--- src/rtl/lector_pkg.sv ---
// Shared types and defaults for the output-FIFO reader lector_salida.
package lector_pkg;

   localparam int unsigned DATA_WIDTH_DEF = 10;
   localparam int unsigned CNT_WIDTH_DEF  = 8;
   localparam int unsigned PORT_W         = 2;
   localparam int unsigned NUM_PORTS      = 4;

   typedef enum logic [1:0] {
      IDLE = 2'd0,
      CAPT = 2'd1,
      HOLD = 2'd2
   } state_e;

endpackage

--- src/rtl/lector_salida_rr_sel4.sv ---
// Four-way round-robin arbiter: the search starts one past the last served port and wraps.
module rr_sel4
   import lector_pkg::*;
(
   input  logic [3:0]        request,
   input  logic [PORT_W-1:0] last,
   output logic [3:0]        grant,
   output logic [PORT_W-1:0] grant_idx
);

   // First requester at or after last+1, searching upward with wrap.
   always_comb begin
      logic              found;
      logic [PORT_W-1:0] idx;
      grant     = '0;
      grant_idx = '0;
      found     = 1'b0;
      idx       = '0;
      for (int unsigned i = 1; i <= NUM_PORTS; i++) begin
         idx = last + PORT_W'(i);
         if (!found && request[idx]) begin
            found      = 1'b1;
            grant[idx] = 1'b1;
            grant_idx  = idx;
         end
      end
   end

endmodule

--- src/rtl/lector_salida.sv ---
// Reader of four output FIFOs that drains them round-robin into one valid/ready port.
// Optional per-port delivered-word counters are built when LECTOR_CNT_EN is defined.
module lector_salida
   import lector_pkg::*;
#(
   parameter int unsigned DATA_WIDTH = DATA_WIDTH_DEF,
   parameter int unsigned CNT_WIDTH  = CNT_WIDTH_DEF
) (
   input  logic                  clk,
   input  logic                  reset,
   input  logic                  empty_p0,
   input  logic                  empty_p1,
   input  logic                  empty_p2,
   input  logic                  empty_p3,
   input  logic [DATA_WIDTH-1:0] data_in0,
   input  logic [DATA_WIDTH-1:0] data_in1,
   input  logic [DATA_WIDTH-1:0] data_in2,
   input  logic [DATA_WIDTH-1:0] data_in3,
   input  logic                  ready,
   output logic                  pop_p0,
   output logic                  pop_p1,
   output logic                  pop_p2,
   output logic                  pop_p3,
   output logic [DATA_WIDTH-1:0] data_out,
   output logic                  valid_out,
   output logic [PORT_W-1:0]     port_out,
   output logic [CNT_WIDTH-1:0]  cnt_p0,
   output logic [CNT_WIDTH-1:0]  cnt_p1,
   output logic [CNT_WIDTH-1:0]  cnt_p2,
   output logic [CNT_WIDTH-1:0]  cnt_p3
);

   state_e                state_q, state_d;
   logic [PORT_W-1:0]     last_q, last_d;
   logic [PORT_W-1:0]     pend_q, pend_d;
   logic [PORT_W-1:0]     port_q, port_d;
   logic [DATA_WIDTH-1:0] data_q, data_d;
   logic                  valid_q, valid_d;
   logic [DATA_WIDTH-1:0] cap_data;
   logic [3:0]            request;
   logic [3:0]            grant;
   logic [PORT_W-1:0]     grant_idx;
   logic                  pop_en;

   assign request = ~{empty_p3, empty_p2, empty_p1, empty_p0};

   rr_sel4 u_rr_sel4 (
      .request   (request),
      .last      (last_q),
      .grant     (grant),
      .grant_idx (grant_idx)
   );

   // Read-data mux for the port popped in the previous cycle.
   always_comb begin
      case (pend_q)
         2'd0:    cap_data = data_in0;
         2'd1:    cap_data = data_in1;
         2'd2:    cap_data = data_in2;
         default: cap_data = data_in3;
      endcase
   end

   // Next-state, pop and output-register logic.
   always_comb begin
      state_d = state_q;
      last_d  = last_q;
      pend_d  = pend_q;
      port_d  = port_q;
      data_d  = data_q;
      valid_d = valid_q;
      pop_en  = 1'b0;
      case (state_q)
         IDLE: begin
            if (|request) begin
               pop_en  = 1'b1;
               state_d = CAPT;
            end
         end
         CAPT: begin
            data_d  = cap_data;
            port_d  = pend_q;
            valid_d = 1'b1;
            state_d = HOLD;
         end
         HOLD: begin
            if (ready) begin
               valid_d = 1'b0;
               if (|request) begin
                  pop_en  = 1'b1;
                  state_d = CAPT;
               end else begin
                  state_d = IDLE;
               end
            end
         end
         default: state_d = IDLE;
      endcase
      // A pop must never escape while reset is held.
      if (reset) pop_en = 1'b0;
      if (pop_en) begin
         last_d = grant_idx;
         pend_d = grant_idx;
      end
   end

   assign {pop_p3, pop_p2, pop_p1, pop_p0} = grant & {4{pop_en}};

   // State and output registers; reset drops any word in flight.
   always_ff @(posedge clk) begin
      if (reset) begin
         state_q <= IDLE;
         last_q  <= PORT_W'(3);
         pend_q  <= '0;
         port_q  <= '0;
         data_q  <= '0;
         valid_q <= 1'b0;
      end else begin
         state_q <= state_d;
         last_q  <= last_d;
         pend_q  <= pend_d;
         port_q  <= port_d;
         data_q  <= data_d;
         valid_q <= valid_d;
      end
   end

   assign data_out  = data_q;
   assign valid_out = valid_q;
   assign port_out  = port_q;

`ifdef LECTOR_CNT_EN
   logic                 xfer;
   logic [CNT_WIDTH-1:0] cnt_q [NUM_PORTS];
   logic [CNT_WIDTH-1:0] cnt_d [NUM_PORTS];

   assign xfer = (state_q == HOLD) && ready;

   // Saturating count of words delivered per source port.
   always_comb begin
      for (int unsigned i = 0; i < NUM_PORTS; i++) begin
         cnt_d[i] = cnt_q[i];
         if (xfer && (port_q == PORT_W'(i)) && (cnt_q[i] != '1))
            cnt_d[i] = cnt_q[i] + CNT_WIDTH'(1);
      end
   end

   // Counter registers.
   always_ff @(posedge clk) begin
      for (int unsigned i = 0; i < NUM_PORTS; i++) begin
         if (reset) cnt_q[i] <= '0;
         else       cnt_q[i] <= cnt_d[i];
      end
   end

   assign cnt_p0 = cnt_q[0];
   assign cnt_p1 = cnt_q[1];
   assign cnt_p2 = cnt_q[2];
   assign cnt_p3 = cnt_q[3];
`else
   assign cnt_p0 = '0;
   assign cnt_p1 = '0;
   assign cnt_p2 = '0;
   assign cnt_p3 = '0;
`endif

endmodule

--- config.mk ---
export PLATFORM = sky130hd
export DESIGN_NAME = lector_salida
export DESIGN_NICKNAME = d
export VERILOG_FILES = /design/src/rtl/lector_pkg.sv /design/src/rtl/lector_salida_rr_sel4.sv /design/src/rtl/lector_salida.sv
export SDC_FILE = /design/constraint.sdc
export NUM_CORES = 1
export LEC_CHECK = 0
export CAP_MARGIN = 20
export CORE_MARGIN = 5
export CORE_UTILIZATION = 42
export CTS_CLUSTER_SIZE = 24
export DETAILED_ROUTE_END_ITERATION = 6
export PLACE_DENSITY = 0.84
export SLEW_MARGIN = 40
export SYNTH_ARGS = -nofsm -noshare
export SYNTH_HDL_FRONTEND = slang
export SYNTH_SLANG_ARGS = --single-unit
--- constraint.sdc ---
create_clock -name clk -period 5.09 [get_ports clk]
set_input_delay 1.2725 -clock clk [delete_from_list [all_inputs] [get_ports clk]]
set_output_delay 1.2725 -clock clk [all_outputs]
set_load 0.01 [all_outputs]
Yosys cells after proc, flatten, opt, wreduce, memory -nomap -nowiden
Cells that the tools add are included.

storage, ports and cells
  flip-flop bits (word level) = 19
  latch bits = 0
  memory bits (writable) = 0
  memory bits (read-only) = 0
  bits of input ports = 47
  output and inout port bits = 49
  logic and storage cells = 82
  memories = 0

operators by class
  add/sub/neg operators = 3
  multiply operators = 0
  divide/modulo/power cells = 0
  $lt $le $gt $ge = 8
  equal/unequal tests = 6
  shifts and indexed selects = 0
  mux-type cells = 38
  bitwise operators = 5
  reductions and logical operators = 16

operators by type and width
  kind                                                                          number
  10-bit case mux with 3 select lines                                           1
  1-bit 2-to-1 mux                                                              16
  4-bit 2-to-1 mux                                                              4
  2-bit by 3-bit less-than comparator with 1-bit output, second input constant  4
  2-bit 2-to-1 mux                                                              6
  4-bit OR                                                                      3
  1-bit binary-select mux with 2-bit select                                     4
  1-bit demux with 2-bit select                                                 4
  2-bit by 1-bit >= comparator with 1-bit output, second input constant         4
  1-bit logical AND                                                             7
  2-bit case mux with 3 select lines                                            1
  2-bit adder, second input constant                                            2
  4-bit bitwise AND                                                             1
  2-bit by 1-bit equality test with 1-bit output, second input constant         2
  2-bit equality test, second input constant                                    2
  2-bit logical NOT                                                             2
  2-bit != test, second input constant                                          2
  4-bit inverter                                                                1
  1-bit case mux with 2 select lines                                            2
  2-bit AND reduction                                                           2
  4-bit OR reduction                                                            1
  1-bit logical NOT                                                             3
  2-bit by 1-bit adder with 2-bit output, second input constant                 1
  2-bit nonzero test                                                            1

Depth between registers and ports, before layout
  depth after elaboration = 14
  mapped depth = 8
  mapped depth without buffers = 6

Hierarchy
A second synthesis with hierarchy kept.

unflattened totals
  cells, all modules = 192
  area total of the unflattened synthesis = 1,808.0 sq um

by module, submodules not included
  module         times used  cells an instance  area each (sq um)  seq. area each (sq um)
  lector_salida  1           124                1,262.5            380.4
  rr_sel4        1           68                 545.5              0.0

Worst setup path before layout
No wires, ideal clock.

  kind = input port to output port
  start = input empty_p2
  end = output pop_p1
  arrival = 2.502 ns
  required time = 3.818 ns
  path slack = 1.315 ns
  cell stages on the path = 6
  path buffers = 2
  cells stage by stage = buf_2 -> mux4_1 -> nor2b_2 -> buf_6 -> nand3_1 -> a31oi_1

between the ends
  cells in the longest elaborated chain, start to end = 14
  elaborated cells between the ends (all ways) = 31
  those cells by class = mux: 19; bitwise: 5; reduce/logical: 7

RTL lines
  what                                       RTL line                     source
  from (decl)                                lector_salida.sv:13          input logic empty_p2,
  4-bit inverter (*)                         lector_salida.sv:45          assign request = ~{empty_p3, empty_p2, empty_p1, empty_p0};
  1-bit binary-select mux with 2-bit select  lector_salida_rr_sel4.sv:21  if (!found && request[idx]) begin
  1-bit 2-to-1 mux (not written as such)     lector_salida_rr_sel4.sv:21
  1-bit 2-to-1 mux                           lector_salida_rr_sel4.sv:21
  1-bit logical NOT                          lector_salida_rr_sel4.sv:21
  1-bit logical AND                          lector_salida_rr_sel4.sv:21
  1-bit 2-to-1 mux                           lector_salida_rr_sel4.sv:21
  1-bit logical NOT                          lector_salida_rr_sel4.sv:21
  1-bit logical AND                          lector_salida_rr_sel4.sv:21
  1-bit 2-to-1 mux                           lector_salida_rr_sel4.sv:21
  1-bit logical NOT                          lector_salida_rr_sel4.sv:21
  1-bit logical AND                          lector_salida_rr_sel4.sv:21
  4-bit 2-to-1 mux                           lector_salida_rr_sel4.sv:21
  4-bit bitwise AND (*)                      lector_salida.sv:107         assign {pop_p3, pop_p2, pop_p1, pop_p0} = grant & {4{pop_en}};
  to (decl)                                  lector_salida.sv:21          output logic pop_p1,

Mark *: on every way between the ends. The rest lies on a longest branch, timed or not. The select of a mux whose other input is x is not followed.

Final worst setup path
  start = input empty_p0
  end = output pop_p1

between the ends
  cells in the longest elaborated chain, start to end = 14
  elaborated cells between the ends (all ways) = 31
  those cells by class = mux: 19; bitwise: 5; reduce/logical: 7

RTL lines
  what                                       RTL line                     source
  from (decl)                                lector_salida.sv:11          input logic empty_p0,
  4-bit inverter (*)                         lector_salida.sv:45
  1-bit binary-select mux with 2-bit select  lector_salida_rr_sel4.sv:21
  1-bit 2-to-1 mux (not written as such)     lector_salida_rr_sel4.sv:21
  1-bit 2-to-1 mux                           lector_salida_rr_sel4.sv:21
  1-bit logical NOT                          lector_salida_rr_sel4.sv:21
  1-bit logical AND                          lector_salida_rr_sel4.sv:21
  1-bit 2-to-1 mux                           lector_salida_rr_sel4.sv:21
  1-bit logical NOT                          lector_salida_rr_sel4.sv:21
  1-bit logical AND                          lector_salida_rr_sel4.sv:21
  1-bit 2-to-1 mux                           lector_salida_rr_sel4.sv:21
  1-bit logical NOT                          lector_salida_rr_sel4.sv:21
  1-bit logical AND                          lector_salida_rr_sel4.sv:21
  4-bit 2-to-1 mux                           lector_salida_rr_sel4.sv:21
  4-bit bitwise AND (*)                      lector_salida.sv:107

Marked as above.

==> impl_metrics.toml <==
[synthesis]
synth_edf_count = 0
avgSynthCellArea_um2 = 8.940
synthFlopType = "dfxtp_1"
synth_cells = 193
synth-seq-area-share = 0.2204
synth_cell_types = 40
syn-cell-area_um2 = 1725
yosysWarnings = 0
synth_seq_cells = 19
ys_async_sr_fraction = 0

[layout]
n_antenna_cell = 0
final_net_count = 306
final_layout_size_suffix_gt1_frac = 0.1080
postLayoutCoreUtil = 0.5718
areaGrowthSynthToFinish_pct = 32.56

[worst_setup_path]
criticalPathCategory = "in2out"
crit_arrival_ps = 3520
cp_slowest_cell = "mux4_1"
crit_family = "buffers and inverters"
r2r-start = "last_q[1]"
critPathLaunchType = "primary input"
crit_fanout = 9
cp_num_cells = 6
reg2reg_depth = 7
crit_end = "pop_p1"
endpoint_kind = "primary output"
crit_path_cell_trace = "clkdlybuf4s50_1 > mux4_1 > nor2b_2 > nand3_1 > a31oi_1 > clkdlybuf4s50_1"
ff2ff_setup_slack_ps = 2840
r2r_end = "pend_q[1]"
crit_path_frequent_cell = "clkdlybuf4s50_1"
cp.buffers_inverters = 2
crit_start = "empty_p0"
slowest_delay_ps = 550
crit_required_ps = 3820

[clocking]
path_clk_slew_ps = 70
cts_root_buf = "clkbuf_8"
clock_path_buffers = 2
hold_buffers = 0
cts-resized-gates = 0
cts.sinks = 19
post_cts_buffers = 0
cts_buffers = 3
cts_max_level = 1
clk_latency_ps = 250
cts_tree = "built"

[die]
row_count = 23
die_h_um = 74.10
core_area_um2 = 4000
die_w_um = 74.10
io_pins = 96
start_util = 0.4313
dieArea_um2 = 5490

[route]
drc_errors = 0
via_per_inst = 5.073
wl_um = 4356
first_iter_violations = 77
vias = 1522
drtAntennaViolNets = 0
routedWlPerCell_um = 14.52
first_pass_iters = 4

[sta]
tightest_slew_ps = 713.3
setup_violations = 0
setup_ws_ps = 297.6
slew-limit-headroom = 0.5238
tns_ps = 0
rsz0062_at_grt = "no"
fin_crit_sh = 0.9415
fmax_ghz = 0.2087
layout_min_cycle_time_ps = 4792
skew_ps = 3.567
drv_slew = 0
finalHoldViolations = 0

[grt]
grt_max_degree = 20
overflow = 0
antenna_found_initial = 0
grt.total_usage = 0.1467
grt_pass1_vias = 1431
grt_pass1_wl_um = 6258

[status]
status = "complete, no violations"

[worst_hold_path]
hold_class = "reg2reg"

[placement]
numPortBuffers = 63
dp_slack_ps = 310.6
dp_hpwl_um = 3506
place.gp.congestion = 0.7682

[power]
power.density_nw_per_um2 = 273.0
p_leak_uw = 0.0009042
peakVddDrop_uv = 179.1
finalPower_uw = 624.4

[flow_run]
maxCapViolations = 0
synth_stat cells (2+ instances only):
cell type | n | area share
clkbuf_1 | 5 | 0.011
inv_1 | 8 | 0.017
buf_2 | 2 | 0.0058
nor2b_1 | 3 | 0.011
ha_1 | 8 | 0.058
a31oi_1 | 4 | 0.015
mux4_2 | 13 | 0.17
o21ai_0 | 8 | 0.023
a211oi_1 | 2 | 0.0087
nand3b_1 | 5 | 0.022
buf_6 | 4 | 0.026
nand3_1 | 5 | 0.015
dfxtp_1 | 19 | 0.22
mux2i_1 | 3 | 0.017
nor2_1 | 2 | 0.0044
a21oi_1 | 17 | 0.049
nand2_1 | 28 | 0.061
buf_4 | 33 | 0.14
nand2b_1 | 3 | 0.011
where the power goes:
group | internal (µW) | leakage (µW) | switching, µW
Combinational | 173 | 0.000725 | 156
Clock | 55.5 | 0.0000228 | 45.9
Sequential | 168 | 0.000156 | 26.2
state kept, by name, indices dropped and copies added, names as in the netlist:
register	cells
data_out	10
last_q	2
pend_q	2
port_out	2
state_q	2
valid_out	1
worst reg2reg max path, cell delays in order (launching register included):
cell and delay, ps:
dfxtp_1 310, buf_4 190, inv_1 120, ha_1 430, mux4_2 430, and2_4 230
a32oi_1 310, o211ai_2 130
layout make-up:
class	instances	area [µm²]
multi-input combinational	152	1109
clock buffer	4	45.04
tap	50	62.56
inverter	8	30.03
sequential	19	380.4
timing repair buffer	67	660.6
fill	346	1713
metal layers:
metal | global-route usage | vias to the layer above | part of all wire
li1 | - | 737 | -
met2 | 0.2530 | 63 | 0.53
met4 | 0.08451 | 0 | 0.045
met1 | 0.1669 | 708 | 0.37
met3 | 0.03108 | 14 | 0.064
met5 | 0 | - | 0
worst min-delay path by stage:
stage	start	to	depth (start not counted)
finish	data_out[9]	data_out[9]	2
global route	data_out[5]	data_out[5]	2
CTS	data_out[5]	data_out[5]	2
detailed placement	data_out[5]	data_out[5]	2
global placement	data_out[5]	data_out[5]	2
floorplan	data_out[0]	data_out[0]	2
cells in the final DEF, fill, tap and decap left out, types with 2 or more instances in the layout:
cell type         n
dfxtp_1          19
clkbuf_8          3
a211oi_1          2
conb_1           32
nor2b_2           2
buf_4             4
clkdlybuf4s50_1  63
o21ai_0           8
nand3b_1          5
a31oi_1           4
mux2i_1           3
nand3_1           5
ha_1              8
nand2_1          28
a21oi_1          17
nor2b_1           2
nor2_1            2
nand2b_1          3
mux4_2           13
inv_1             8
cell families after synthesis:
family | after synthesis | synth area share
AO/OA/AOI/OAI | 39 | 0.1414
adder cells (fa/ha/maj) | 8 | 0.05802
buffers and inverters | 53 | 0.2059
flip-flops | 19 | 0.2204
multiplexers | 18 | 0.2088
other | 1 | 0.002173
AND/OR/NAND/NOR | 55 | 0.1632
through the flow:
| step | area [µm²] | std cells | hold slack (ps) |
|---|---|---|---|
| floorplan | 1842 | 224 | 479.4 |
| CTS | 2285 | 300 | 456.3 |
| global route | 2287 | 300 | 477.5 |
| finish | 2287 | 300 | 453.1 |
| global placement | 2240 | 296 | 441.2 |
| detailed placement | 2240 | 296 | 447.0 |
No activity file was read; power rests on OpenSTA's default activity.
